### src/rtl/trace_pkg.sv
// Shared record and error encodings for the trace checker, plus the
// per-record compare helper used by the checker.
package trace_pkg;

    typedef enum logic [1:0] {
        KIND_REG   = 2'd0,
        KIND_LOAD  = 2'd1,
        KIND_STORE = 2'd2,
        KIND_HALT  = 2'd3
    } kind_e;

    typedef enum logic [2:0] {
        ERR_NONE      = 3'd0,
        ERR_ORDER     = 3'd1,
        ERR_VALUE     = 3'd2,
        ERR_UNDERFLOW = 3'd3,
        ERR_LEFTOVER  = 3'd4
    } err_e;

    typedef struct packed {
        kind_e       kind;
        logic [2:0]  rnum;
        logic [15:0] addr;
        logic [15:0] data;
    } rec_t;

    localparam int PEEK = 4;

    // Observed records carry only the fields relevant to their kind.
    function automatic err_e rec_compare(input rec_t exp_rec, input rec_t obs_rec);
        err_e code;
        code = ERR_NONE;
        if (exp_rec.kind != obs_rec.kind) begin
            code = ERR_ORDER;
        end else begin
            case (exp_rec.kind)
                KIND_REG: begin
                    if (exp_rec.rnum != obs_rec.rnum || exp_rec.data != obs_rec.data)
                        code = ERR_VALUE;
                end
                KIND_LOAD, KIND_STORE: begin
                    if (exp_rec.addr != obs_rec.addr || exp_rec.data != obs_rec.data)
                        code = ERR_VALUE;
                end
                default: code = ERR_NONE;
            endcase
        end
        return code;
    endfunction

    function automatic logic [15:0] sat_add16(input logic [15:0] a, input logic [2:0] b);
        logic [16:0] sum;
        sum = {1'b0, a} + 17'(b);
        return sum[16] ? 16'hFFFF : sum[15:0];
    endfunction

endpackage

### src/rtl/trace_fifo.sv
// Expected-record FIFO: one push per cycle, up to four pops per cycle,
// with the four head entries visible combinationally.
module trace_fifo
    import trace_pkg::*;
#(
    parameter int DEPTH = 8
) (
    input  logic                     clk,
    input  logic                     srst_i,
    input  logic                     push_i,
    input  rec_t                     push_rec_i,
    input  logic [2:0]               pop_n_i,
    output rec_t                     peek_o [PEEK],
    output logic [$clog2(DEPTH):0]   occ_o
);

    localparam int AW = $clog2(DEPTH);

    rec_t            mem_q [DEPTH];
    logic [AW-1:0]   wr_ptr_q;
    logic [AW-1:0]   rd_ptr_q;
    logic [AW:0]     occ_q;

    always_ff @(posedge clk) begin
        if (push_i)
            mem_q[wr_ptr_q] <= push_rec_i;
    end

    // Pointer arithmetic wraps naturally because DEPTH is a power of two.
    always_ff @(posedge clk) begin
        if (srst_i) begin
            wr_ptr_q <= '0;
            rd_ptr_q <= '0;
            occ_q    <= '0;
        end else begin
            if (push_i)
                wr_ptr_q <= wr_ptr_q + AW'(1);
            rd_ptr_q <= rd_ptr_q + AW'(pop_n_i);
            occ_q    <= occ_q + (AW+1)'(push_i) - (AW+1)'(pop_n_i);
        end
    end

    generate
        for (genvar gi = 0; gi < PEEK; gi++) begin : g_peek
            assign peek_o[gi] = mem_q[rd_ptr_q + AW'(gi)];
        end
    endgenerate

    assign occ_o = occ_q;

endmodule

### config.mk
export PLATFORM = sky130hd
export DESIGN_NAME = trace_fifo
export DESIGN_NICKNAME = d
export VERILOG_FILES = /design/src/rtl/trace_pkg.sv /design/src/rtl/trace_fifo.sv
export SDC_FILE = /design/constraint.sdc
export NUM_CORES = 1
export LEC_CHECK = 0
export BUFFER_PORTS_ARGS = -buffer_cell sky130_fd_sc_hd__buf_2
export CAP_MARGIN = 15
export CORE_MARGIN = 2
export CORE_UTILIZATION = 54
export DETAILED_ROUTE_END_ITERATION = 12
export MAX_ROUTING_LAYER = met4
export PLACE_DENSITY = 0.78
export SKIP_LAST_GASP = 1
export SYNTH_ARGS = -nofsm -noshare
export SYNTH_HDL_FRONTEND = slang
export SYNTH_SLANG_ARGS = --single-unit
### constraint.sdc
create_clock -name clk -period 3.6 [get_ports clk]
set_clock_uncertainty 0.1 [all_clocks]
set_input_delay 0.18 -clock clk [delete_from_list [all_inputs] [get_ports clk]]
set_output_delay 0.18 -clock clk [all_outputs]
set_load 0.05 [all_outputs]
==> impl_metrics.prom, run 1 <==
# TYPE chip_impl_metric gauge
chip_impl_metric{name="placement.io_buffers",unit=""} 194
chip_impl_metric{name="track_usage",unit="%"} 24.2
chip_impl_metric{name="drt_drc_violations_left",unit=""} 0
chip_impl_metric{name="die_height",unit="um"} 180
chip_impl_metric{name="floorplan.initialDensity",unit="%"} 54.8
chip_impl_metric{name="area.growth.synth_to_final",unit="%"} 16.9
chip_impl_metric{name="antenna-diode-count",unit=""} 0
chip_impl_info{name="synth_top_family_by_area",value="multiplexers"} 1
chip_impl_info{name="synth.largest_area_cell",value="edfxtp_1"} 1
chip_impl_metric{name="static-leakage-power",unit="nW"} 6.70
chip_impl_metric{name="avgSynthCellArea",unit="sq um"} 19.1
chip_impl_metric{name="synth_cells",unit=""} 874
chip_impl_info{name="criticalPathCategory",value="reg2out"} 1
chip_impl_info{name="cp-start-kind",value="register"} 1
chip_impl_metric{name="resized_cells_post_cts",unit=""} 0
chip_impl_metric{name="grt_pass1_vias",unit=""} 10000
chip_impl_metric{name="cp.buffers_inverters",unit=""} 3
chip_impl_metric{name="critical_path.max_stage_delay",unit="ps"} 580
chip_impl_metric{name="synthesis.area",unit="sq um"} 16700
chip_impl_info{name="endpoint",value="peek_o[16]"} 1
chip_impl_metric{name="synthSimpleGateAreaFrac",unit="%"} 0.643
chip_impl_metric{name="final.setup.worst_slack",unit="ps"} 480
chip_impl_info{name="yosys-top-cells-area",value="edfxtp_1, mux4_2, mux2_2"} 1
chip_impl_metric{name="die_x",unit="um"} 180
chip_impl_info{name="tritoncts",value="yes"} 1
chip_impl_metric{name="remaining_overflow_grt",unit=""} 0
chip_impl_metric{name="maximum_fanout_along_the_worst_path",unit=""} 26
chip_impl_metric{name="number_of_placement_rows",unit=""} 64
chip_impl_metric{name="max_clock_freq",unit="GHz"} 0.320
chip_impl_metric{name="final-hold-violation-count",unit=""} 0
chip_impl_metric{name="synth_compound_area_share",unit="%"} 0.172
chip_impl_metric{name="mux_share_of_post_synthesis_cell_area",unit="%"} 39.9
chip_impl_metric{name="clkTransAtPathRegs",unit="ps"} 50
chip_impl_metric{name="die_area",unit="sq um"} 32400
chip_impl_metric{name="routed_wire_length_per_instance",unit="um"} 24.9
chip_impl_metric{name="placeableCoreArea",unit="sq um"} 30500
chip_impl_metric{name="fillerInstances",unit=""} 2116
chip_impl_metric{name="numCtsBuffers",unit=""} 35
chip_impl_metric{name="setup_viol",unit=""} 0
chip_impl_metric{name="grt_antenna_before_repair",unit=""} 0
chip_impl_metric{name="slew_headroom",unit="%"} 39.9
chip_impl_metric{name="synth_seq_cells",unit=""} 306
chip_impl_metric{name="vias",unit=""} 9548
chip_impl_metric{name="whs",unit="ps"} 80.4
chip_impl_metric{name="cap_viol_max_count",unit=""} 0
chip_impl_metric{name="place_worst_setup_slack",unit="ps"} 929
chip_impl_metric{name="cts_num_sinks",unit=""} 306
chip_impl_metric{name="number_of_search_and_repair_iterations_in_the_first_detailed_routing_pass",unit=""} 4
chip_impl_metric{name="timing.critical_path.arrival",unit="ps"} 2840
chip_impl_info{name="kind_of_path_behind_the_tightest_hold_check",value="in2reg"} 1
chip_impl_metric{name="synthXorXnorAreaFrac",unit="%"} 0.643
chip_impl_metric{name="gp_congestion",unit=""} 0.817
chip_impl_metric{name="ys_seq_area_share",unit="%"} 54.3
chip_impl_info{name="family_with_the_most_delay_on_the_worst_path",value="buffers and inverters"} 1
chip_impl_metric{name="final.min_clock_period",unit="ps"} 3120
chip_impl_metric{name="worst-slew-pin-transition",unit="ps"} 901
chip_impl_metric{name="routed_wirelength",unit="um"} 38000
chip_impl_metric{name="io_pins",unit=""} 195
chip_impl_info{name="setup.worst_path.end_class",value="primary output"} 1
chip_impl_info{name="setup.worst_path.start",value="rd_ptr_q[1]"} 1
chip_impl_metric{name="ys.warnings.count",unit=""} 0
chip_impl_metric{name="viasPerCell",unit=""} 6.25
chip_impl_metric{name="grt_pass1_wl",unit="um"} 58700
chip_impl_metric{name="critical_path_required",unit="ps"} 3320
chip_impl_metric{name="clkLatencyLatePin",unit="ps"} 490
chip_impl_metric{name="layout.nets",unit=""} 1161
chip_impl_metric{name="regToRegSetupSlack",unit="ps"} 1480
chip_impl_metric{name="reg2regPathDepth",unit=""} 7
chip_impl_info{name="critical_path.reg2reg.endpoint",value="rd_ptr_q[2]"} 1
chip_impl_metric{name="final_layout_size_suffix_gt1_share",unit="%"} 57.5
chip_impl_info{name="grt_setup_unrepaired",value="false"} 1
chip_impl_info{name="clockRootBuffer",value="clkbuf_16"} 1
chip_impl_metric{name="antenna_violating_nets_post_route",unit=""} 0
chip_impl_metric{name="synth.lib_cells_used.distinct",unit=""} 26
chip_impl_metric{name="timing.setup.tns",unit="ps"} 0
chip_impl_metric{name="htree_levels",unit=""} 2
chip_impl_metric{name="ctsLongestPathBuffers",unit=""} 3
chip_impl_metric{name="yosysTopAreaCellShare",unit="%"} 53.1
chip_impl_metric{name="power-per-cell-area",unit="nW/um^2"} 639
chip_impl_info{name="cp_slowest_cell",value="mux4_2"} 1
chip_impl_metric{name="initialDrtViolationCount",unit=""} 709
chip_impl_metric{name="grt_start_max_net_pins",unit=""} 153
chip_impl_metric{name="vdd_drop_max",unit="V"} 0.000510
chip_impl_metric{name="syn-num-nets",unit=""} 929
chip_impl_metric{name="layout_worst_path_cycle_share",unit="%"} 86.7
chip_impl_metric{name="synth_fa_ha_area_share",unit="%"} 0.987
chip_impl_metric{name="detailedPlacementHpwl",unit="um"} 24400
chip_impl_info{name="reg2reg_from",value="rd_ptr_q[0]"} 1
chip_impl_metric{name="cts_post_setup_buffers_inserted",unit=""} 0
chip_impl_metric{name="worst-path-stages",unit=""} 6
chip_impl_metric{name="slew_viol_final",unit=""} 0
chip_impl_info{name="outcome",value="completed"} 1
chip_impl_info{name="crit_path_cells",value="inv_4 > ha_4 > xor2_4 > buf_4 > mux4_2 > buf_2"} 1
## placed cells by master (no fill, tap or decap), types with 4 or more instances in the layout
master and instances:
buf_12 8, clkinv_2 5, clkinv_1 6, edfxtp_1 296, mux4_2 148, dlygate4sd3_1 41, mux2_2 222, dfxtp_1 8
nor2_1 7, ha_1 9, clkbuf_16 37, nor2_4 6, inv_1 9, nand2b_1 4, clkbuf_1 9, mux2_1 74
buf_2 194, buf_4 17
## through the flow
step,util (%),std cells,area [sq um],total power [mW]
finish,64.1,1527,19600,12.5
global route,64.1,1527,19600,12.9
CTS,64.1,1527,19600,12.6
global placement,59.2,1424,18000,9.11
floorplan,-,874,16700,8.25
detailed placement,59.2,1424,18000,9.17
## tightest hold or removal path: stages
cell and delay [ps]:
buf_2 90, inv_1 130, fa_1 180, nor2_1 40
## layer usage
| layer | part of all wire (%) | global-route usage, % | up-vias | wire length, um |
|---|---|---|---|---|
| met5 | 0 | - | - | 0 |
| met4 | 2.3 | 6.94 | 0 | 881 |
| met3 | 6.4 | 3.44 | 67 | 2420 |
| met2 | 50 | 38.6 | 362 | 18900 |
| met1 | 42 | 33.1 | 4982 | 15800 |
| li1 | - | - | 4137 | - |
## repair_timing
action,in CTS,in global routing
hold buffers,41,0
endpoints found under the setup margin,0,0
hold endpoints to repair,305,0
## cells in the mapped netlist
| library cell | n |
|---|---|
| edfxtp_1 | 296 |
| mux2_2 | 222 |
| mux4_2 | 148 |
| mux2_1 | 74 |
| buf_6 | 32 |
| clkbuf_1 | 16 |
| nor2_1 | 13 |
| buf_2 | 12 |
| dfxtp_1 | 10 |
| ha_1 | 10 |
| inv_1 | 10 |
| buf_4 | 5 |
| nand2b_1 | 4 |
| nand2_1 | 3 |
| xnor2_1 | 3 |
| xor2_1 | 3 |
| fa_1 | 2 |
| nor2b_1 | 2 |
| nor3_1 | 2 |
| a2111o_1 | 1 |
| a21o_1 | 1 |
| a21oi_1 | 1 |
| mux2i_1 | 1 |
| o21ai_0 | 1 |
| xnor2_4 | 1 |
| xor2_4 | 1 |
## cells by family after synthesis
family	count (synthesis)
fa+ha+maj	12
mux	445
xor+xnor	8
flops	306
buf+inv	75
compound gates	4
simple gates	24
## state kept, by name, indices dropped and copies added, names as in the netlist
| name | flops |
|---|---|
| mem_q | 296 |
| occ_o | 4 |
| rd_ptr_q | 3 |
| wr_ptr_q | 3 |
## where the power goes
group / internal, mW / leakage, nW / total (mW) / switching (mW)
Sequential: 4.02 / 2.77 / 4.08 / 0.0570
Clock: 2.06 / 0.538 / 3.37 / 1.32
Combinational: 1.69 / 3.39 / 5.05 / 3.36
## worst min-delay path by stage
stage | to | startpoint | depth (start not counted)
2_1_floorplan | mem_q[0][0] | push_rec_i[0] | 0
3_3_place_gp | mem_q[4][13] | push_rec_i[13] | 1
3_5_place_dp | mem_q[2][13] | push_rec_i[13] | 1
4_1_cts | rd_ptr_q[1] | pop_n_i[1] | 4
5_1_grt | rd_ptr_q[1] | pop_n_i[1] | 4
6_report | rd_ptr_q[1] | pop_n_i[1] | 4
## final cells by class
class | count | area (sq um) | share of cell area (%)
Clock buffer | 48 | 987 | 5.05
Clock inverter | 14 | 115 | 0.588
Inverter | 10 | 40.0 | 0.205
Multi-Input combinational cell | 493 | 7160 | 36.6
Sequential cell | 306 | 9100 | 46.5
Tap cell | 396 | 495 | 2.53
Timing Repair Buffer | 260 | 1670 | 8.53
(Power assumes the default switching activity.)
==> inputs of run 2 (changes only) <==
==> constraint.sdc (replaced) <==
create_clock -name clk -period 3.6 [get_ports clk]
set_clock_uncertainty 0.1 [all_clocks]
set_input_delay 0.54 -clock clk [delete_from_list [all_inputs] [get_ports clk]]
set_output_delay 0.54 -clock clk [all_outputs]
set_load 0.05 [all_outputs]
==> impl_metrics.prom, run 2 (synthesis gave the netlist of run 1 again) <==
# TYPE chip_impl_metric gauge
chip_impl_info{name="outcome",value="completed"} 1
chip_impl_metric{name="die_height",unit="um"} 180
chip_impl_metric{name="power-per-cell-area",unit="nW/um^2"} 653
chip_impl_metric{name="whs",unit="ps"} 206
chip_impl_info{name="mostFrequentLayoutCell",value="edfxtp_1"} 1
chip_impl_metric{name="grt_antenna_before_repair",unit=""} 1
chip_impl_metric{name="reg2regPathDepth",unit=""} 3
chip_impl_metric{name="regToRegSetupSlack",unit="ps"} 1330
chip_impl_metric{name="numCtsBuffers",unit=""} 35
chip_impl_metric{name="cts_post_setup_buffers_inserted",unit=""} 0
chip_impl_metric{name="layout_worst_path_cycle_share",unit="%"} 94.3
chip_impl_metric{name="routed_wire_length_per_instance",unit="um"} 25.5
chip_impl_metric{name="gp_congestion",unit=""} 0.788
chip_impl_metric{name="total_power",unit="mW"} 12.5
chip_impl_info{name="tritoncts",value="yes"} 1
chip_impl_metric{name="place_worst_setup_slack",unit="ps"} 795
chip_impl_metric{name="dpl-instance-area",unit="sq um"} 18000
chip_impl_metric{name="static-leakage-power",unit="nW"} 6.50
chip_impl_metric{name="initialDrtViolationCount",unit=""} 773
chip_impl_metric{name="ctsHoldBuffers",unit=""} 0
chip_impl_metric{name="remaining_overflow_grt",unit=""} 0
chip_impl_info{name="clockRootBuffer",value="clkbuf_16"} 1
chip_impl_metric{name="placement.io_buffers",unit=""} 194
chip_impl_metric{name="maximum_fanout_along_the_worst_path",unit=""} 145
chip_impl_info{name="setup.worst_path.start",value="rd_ptr_q[0]"} 1
chip_impl_metric{name="layout.nets",unit=""} 1115
chip_impl_info{name="crit_path_cells",value="buf_12 > mux2_2 > mux4_2 > buf_2"} 1
chip_impl_metric{name="dpl.cell_count",unit=""} 1419
chip_impl_metric{name="final-hold-violation-count",unit=""} 0
chip_impl_metric{name="resized_cells_post_cts",unit=""} 0
chip_impl_metric{name="final.min_clock_period",unit="ps"} 3390
chip_impl_info{name="grt_setup_unrepaired",value="false"} 1
chip_impl_metric{name="drt_drc_violations_left",unit=""} 0
chip_impl_metric{name="vdd_drop_max",unit="V"} 0.000468
chip_impl_metric{name="ctsLongestPathBuffers",unit=""} 3
chip_impl_metric{name="slew_viol_final",unit=""} 0
chip_impl_metric{name="final.setup.worst_slack",unit="ps"} 205
chip_impl_metric{name="grt_start_max_net_pins",unit=""} 146
chip_impl_metric{name="die_x",unit="um"} 180
chip_impl_metric{name="number_of_placement_rows",unit=""} 64
chip_impl_info{name="final_cell_mix",value="edfxtp_1, mux2_2, buf_2, mux4_2, mux2_1"} 1
chip_impl_metric{name="fillerInstances",unit=""} 2192
chip_impl_metric{name="timing.critical_path.arrival",unit="ps"} 2750
chip_impl_metric{name="area.growth.synth_to_final",unit="%"} 14.3
chip_impl_info{name="reg2reg_from",value="wr_ptr_q[1]"} 1
chip_impl_metric{name="track_usage",unit="%"} 23.9
chip_impl_metric{name="critical_path.max_stage_delay",unit="ps"} 500
chip_impl_metric{name="max_clock_freq",unit="GHz"} 0.295
chip_impl_info{name="cp_slowest_cell",value="buf_12"} 1
chip_impl_metric{name="antenna_violating_nets_post_route",unit=""} 0
chip_impl_metric{name="grt_pass1_vias",unit=""} 9594
chip_impl_metric{name="whs_path_depth",unit=""} 1
chip_impl_metric{name="detailedPlacementHpwl",unit="um"} 22900
chip_impl_metric{name="layout.cell_area.non_filler",unit="sq um"} 19100
chip_impl_metric{name="largest_reg_flops",unit=""} 296
chip_impl_metric{name="floorplan.initialDensity",unit="%"} 54.8
chip_impl_metric{name="htree_levels",unit=""} 2
chip_impl_metric{name="clkLatencyLatePin",unit="ps"} 500
chip_impl_info{name="cp-start-kind",value="register"} 1
chip_impl_metric{name="cts_num_sinks",unit=""} 306
chip_impl_metric{name="routed_wirelength",unit="um"} 37800
chip_impl_info{name="kind_of_path_behind_the_tightest_hold_check",value="in2reg"} 1
chip_impl_info{name="hp-start",value="push_rec_i[4]"} 1
chip_impl_metric{name="worst-slew-pin-transition",unit="ps"} 837
chip_impl_metric{name="clkTransAtPathRegs",unit="ps"} 60
chip_impl_metric{name="layout.area.seq",unit="sq um"} 9100
chip_impl_info{name="criticalPathCategory",value="reg2out"} 1
chip_impl_info{name="setup.worst_path.end_class",value="primary output"} 1
chip_impl_metric{name="viasPerCell",unit=""} 6.31
chip_impl_info{name="top_register",value="mem_q"} 1
chip_impl_metric{name="critical_path_required",unit="ps"} 2960
chip_impl_metric{name="io_pins",unit=""} 195
chip_impl_metric{name="placeableCoreArea",unit="sq um"} 30500
chip_impl_metric{name="area_of_the_multi_input_gates",unit="sq um"} 7170
chip_impl_metric{name="timing.setup.tns",unit="ps"} 0
chip_impl_metric{name="grt_pass1_wl",unit="um"} 57500
chip_impl_metric{name="number_of_search_and_repair_iterations_in_the_first_detailed_routing_pass",unit=""} 5
chip_impl_metric{name="slew_headroom",unit="%"} 44.2
chip_impl_metric{name="stdcell_count",unit=""} 1485
chip_impl_metric{name="cap_viol_max_count",unit=""} 0
chip_impl_metric{name="setup_viol",unit=""} 0
chip_impl_metric{name="die_area",unit="sq um"} 32400
chip_impl_metric{name="finalCoreUtilization",unit="%"} 62.7
chip_impl_metric{name="final_layout_size_suffix_gt1_share",unit="%"} 59.2
chip_impl_metric{name="vias",unit=""} 9370
## run 2: changes by cell type in the layout (fill, tap and decap cells not counted)
cell / change
buf_12: +1
buf_4: -6
clkbuf_8: -2
clkinv_1: +3
diode_2: +3
dlygate4sd3_1: -41
nor3_2: -1
nor3_4: +1
## run 2: final cells by class
class	count	area share (%)
multi-input combinational	493	37.5
tap	396	2.59
clock inverter	17	0.661
inverter	10	0.209
sequential	306	47.6
clock buffer	46	5.02
antenna	3	0.0393
timing repair buffer	214	6.45
## run 2: layer usage
metal / track usage, % / vias up / routed length (um)
li1: - / 4047 / -
met1: 33.8 / 4916 / 16400
met2: 36.3 / 345 / 18200
met3: 4.32 / 62 / 2340
met4: 6.13 / 0 / 786
met5: - / - / 0
## run 2: power by group
part	switching [mW]	total (mW)	internal, mW
logic	3.37	5.05	1.67
registers	0.0814	4.10	4.02
clock network	1.32	3.33	2.01
total	4.77	12.5	7.71
## run 2: path summary, 6_finish.rpt
kind | to
min reg2reg | wr_ptr_q[2]
max reg2reg | mem_q[7][4]
min | mem_q[4][4]
max | peek_o[17]
## run 2: critical path: cells and delay by family, from the launching register on
kind,cells,cell delay (ps)
mux,2,930
flops,1,390
buf+inv,2,730
==> inputs of run 3 (changes only) <==
--- a/config.mk
+++ b/config.mk
@@ -10,8 +10,8 @@
 export CORE_MARGIN = 2
 export CORE_UTILIZATION = 54
 export DETAILED_ROUTE_END_ITERATION = 12
-export MAX_ROUTING_LAYER = met4
 export PLACE_DENSITY = 0.78
+export REMOVE_ABC_BUFFERS = 1
 export SKIP_LAST_GASP = 1
 export SYNTH_ARGS = -nofsm -noshare
 export SYNTH_HDL_FRONTEND = slang
==> impl_metrics.prom, run 3 (synthesis gave the netlist of run 1 again) <==
# TYPE chip_impl_metric gauge
chip_impl_metric{name="final.min_clock_period",unit="ps"} 3420
chip_impl_metric{name="detailedPlacementHpwl",unit="um"} 23200
chip_impl_metric{name="layout_worst_path_cycle_share",unit="%"} 94.9
chip_impl_metric{name="slew_viol_final",unit=""} 0
chip_impl_info{name="hp-start",value="push_rec_i[17]"} 1
chip_impl_metric{name="drt_drc_violations_left",unit=""} 0
chip_impl_metric{name="fillerInstances",unit=""} 2164
chip_impl_metric{name="layout.nets",unit=""} 1123
chip_impl_metric{name="number_of_search_and_repair_iterations_in_the_first_detailed_routing_pass",unit=""} 5
chip_impl_metric{name="final-hold-violation-count",unit=""} 0
chip_impl_metric{name="antenna_violating_nets_post_route",unit=""} 0
chip_impl_metric{name="max_clock_freq",unit="GHz"} 0.293
chip_impl_metric{name="worst-slew-pin-transition",unit="ps"} 711
chip_impl_metric{name="initialDrtViolationCount",unit=""} 654
chip_impl_metric{name="number_of_placement_rows",unit=""} 64
chip_impl_metric{name="grt_pass1_vias",unit=""} 9866
chip_impl_metric{name="ctsLongestPathBuffers",unit=""} 3
chip_impl_info{name="cp-start-kind",value="register"} 1
chip_impl_metric{name="p_sw_share",unit="%"} 38.4
chip_impl_metric{name="power.internal",unit="mW"} 7.68
chip_impl_metric{name="seqPwrFrac",unit="%"} 32.8
chip_impl_metric{name="numCtsBuffers",unit=""} 36
chip_impl_metric{name="largest_reg_flops",unit=""} 296
chip_impl_metric{name="cap_viol_max_count",unit=""} 0
chip_impl_metric{name="placement.io_buffers",unit=""} 194
chip_impl_metric{name="p_switching",unit="mW"} 4.79
chip_impl_info{name="kind_of_path_behind_the_tightest_hold_check",value="in2reg"} 1
chip_impl_metric{name="grt_start_max_net_pins",unit=""} 76
chip_impl_metric{name="p_comb_share",unit="%"} 40.3
chip_impl_metric{name="reg2regPathDepth",unit=""} 3
chip_impl_metric{name="ctsHoldBuffers",unit=""} 0
chip_impl_info{name="top_register",value="mem_q"} 1
chip_impl_metric{name="area.growth.synth_to_final",unit="%"} 14.6
chip_impl_metric{name="timing.critical_path.arrival",unit="ps"} 2780
chip_impl_info{name="criticalPathCategory",value="reg2out"} 1
chip_impl_metric{name="routed_wirelength",unit="um"} 37400
chip_impl_metric{name="grt_antenna_before_repair",unit=""} 3
chip_impl_metric{name="gp_congestion",unit=""} 0.764
chip_impl_metric{name="whs_path_depth",unit=""} 1
chip_impl_metric{name="critical_path_required",unit="ps"} 2960
chip_impl_metric{name="place_worst_setup_slack",unit="ps"} 706
chip_impl_metric{name="maximum_fanout_along_the_worst_path",unit=""} 74
chip_impl_metric{name="track_usage",unit="%"} 23.2
chip_impl_metric{name="slew_headroom",unit="%"} 52.6
chip_impl_metric{name="critical_path.max_stage_delay",unit="ps"} 490
chip_impl_info{name="reg2reg_from",value="wr_ptr_q[0]"} 1
chip_impl_metric{name="remaining_overflow_grt",unit=""} 0
chip_impl_info{name="tritoncts",value="yes"} 1
chip_impl_metric{name="final.setup.worst_slack",unit="ps"} 182
chip_impl_metric{name="placeableCoreArea",unit="sq um"} 30500
chip_impl_metric{name="die_height",unit="um"} 180
chip_impl_info{name="cp_slowest_cell",value="mux4_2"} 1
chip_impl_metric{name="power-per-cell-area",unit="nW/um^2"} 650
chip_impl_metric{name="vias",unit=""} 9339
chip_impl_metric{name="static-leakage-power",unit="nW"} 6.54
chip_impl_metric{name="grt_pass1_wl",unit="um"} 57900
chip_impl_metric{name="routed_wire_length_per_instance",unit="um"} 25.1
chip_impl_info{name="final_cell_mix",value="edfxtp_1, mux2_2, buf_2, mux4_2, mux2_1"} 1
chip_impl_metric{name="setup_viol",unit=""} 0
chip_impl_info{name="mostFrequentLayoutCell",value="edfxtp_1"} 1
chip_impl_metric{name="final_layout_size_suffix_gt1_share",unit="%"} 59.5
chip_impl_metric{name="cts_num_sinks",unit=""} 306
chip_impl_metric{name="resized_cells_post_cts",unit=""} 0
chip_impl_metric{name="die_x",unit="um"} 180
chip_impl_info{name="outcome",value="completed"} 1
chip_impl_metric{name="clkTransAtPathRegs",unit="ps"} 60
chip_impl_metric{name="die_area",unit="sq um"} 32400
chip_impl_metric{name="timing.setup.tns",unit="ps"} 0
chip_impl_metric{name="viasPerCell",unit=""} 6.27
chip_impl_info{name="grt_setup_unrepaired",value="false"} 1
chip_impl_metric{name="clockPowerShare",unit="%"} 26.9
chip_impl_info{name="clockRootBuffer",value="clkbuf_16"} 1
chip_impl_info{name="crit_path_cells",value="buf_12 > buf_4 > mux2_2 > mux4_2 > buf_2"} 1
chip_impl_metric{name="floorplan.initialDensity",unit="%"} 54.8
chip_impl_info{name="setup.worst_path.start",value="rd_ptr_q[0]"} 1
chip_impl_metric{name="htree_levels",unit=""} 2
chip_impl_metric{name="vdd_drop_max",unit="V"} 0.000479
chip_impl_metric{name="clkLatencyLatePin",unit="ps"} 490
chip_impl_metric{name="cts_post_setup_buffers_inserted",unit=""} 0
chip_impl_info{name="setup.worst_path.end_class",value="primary output"} 1
chip_impl_metric{name="io_pins",unit=""} 195
run 3: cell count changes in the layout (fill, tap and decap cells not counted), sizes merged:
| cell | before | now |
|---|---|---|
| clkinv | 14 | 18 |
| buf | 214 | 221 |
| clkinvlp | 1 | 0 |
| inv | 10 | 11 |
| clkbuf | 46 | 40 |
| diode | 3 | 2 |
run 3: metrics by stage:
step	total power, mW	instances	instance area [sq um]	hold WS, ps	utilization, %
6_report	12.5	1489	19200	208	62.9
2_1_floorplan	8.29	809	16200	392	-
3_5_place_dp	9.23	1426	18100	415	59.3
3_3_place_gp	9.19	1426	18100	411	59.3
5_1_grt	12.9	1488	19200	208	62.9
4_1_cts	12.6	1487	19200	189	62.8
run 3: critical path: cells and delay by family (launching register included):
kind,cells,cell delay (ps)
buffers and inverters,3,960
flip-flops,1,380
multiplexers,2,880
run 3: power groups by stage:
stage	Clock [mW]	Sequential (mW)	Combinational, mW
6_report	3.35	4.09	5.03
5_1_grt	3.54	4.10	5.27
4_1_cts	3.43	4.09	5.08
3_5_place_dp	0	4.16	5.07
3_3_place_gp	0	4.16	5.04
2_1_floorplan	0	4.35	3.95
run 3: layout make-up:
type                    count  area (sq um)  area share (%)
well taps                 396           495            2.58
repair buffers            221          1310            6.84
flip-flops and latches    306          9100            47.4
diodes                      2          5.00          0.0261
clock inverters            21           141           0.737
inverters                  10          40.0           0.209
multi-input cells         493          7150            37.3
clock buffers              40           937            4.89
run 3: path summary, 6_finish.rpt:
kind	end	slack [ps]
worst max-delay path	peek_o[81]	180
worst min-delay path	mem_q[1][17]	210
worst max register to register	mem_q[7][4]	1680
worst min register to register	wr_ptr_q[2]	440
run 3: routing by layer:
metal | track usage (%) | wire length (um)
met2 | 39.4 | 18800
met1 | 30.6 | 15000
met3 | 4.59 | 2350
met5 | 0 | 13
met4 | 7.32 | 1120
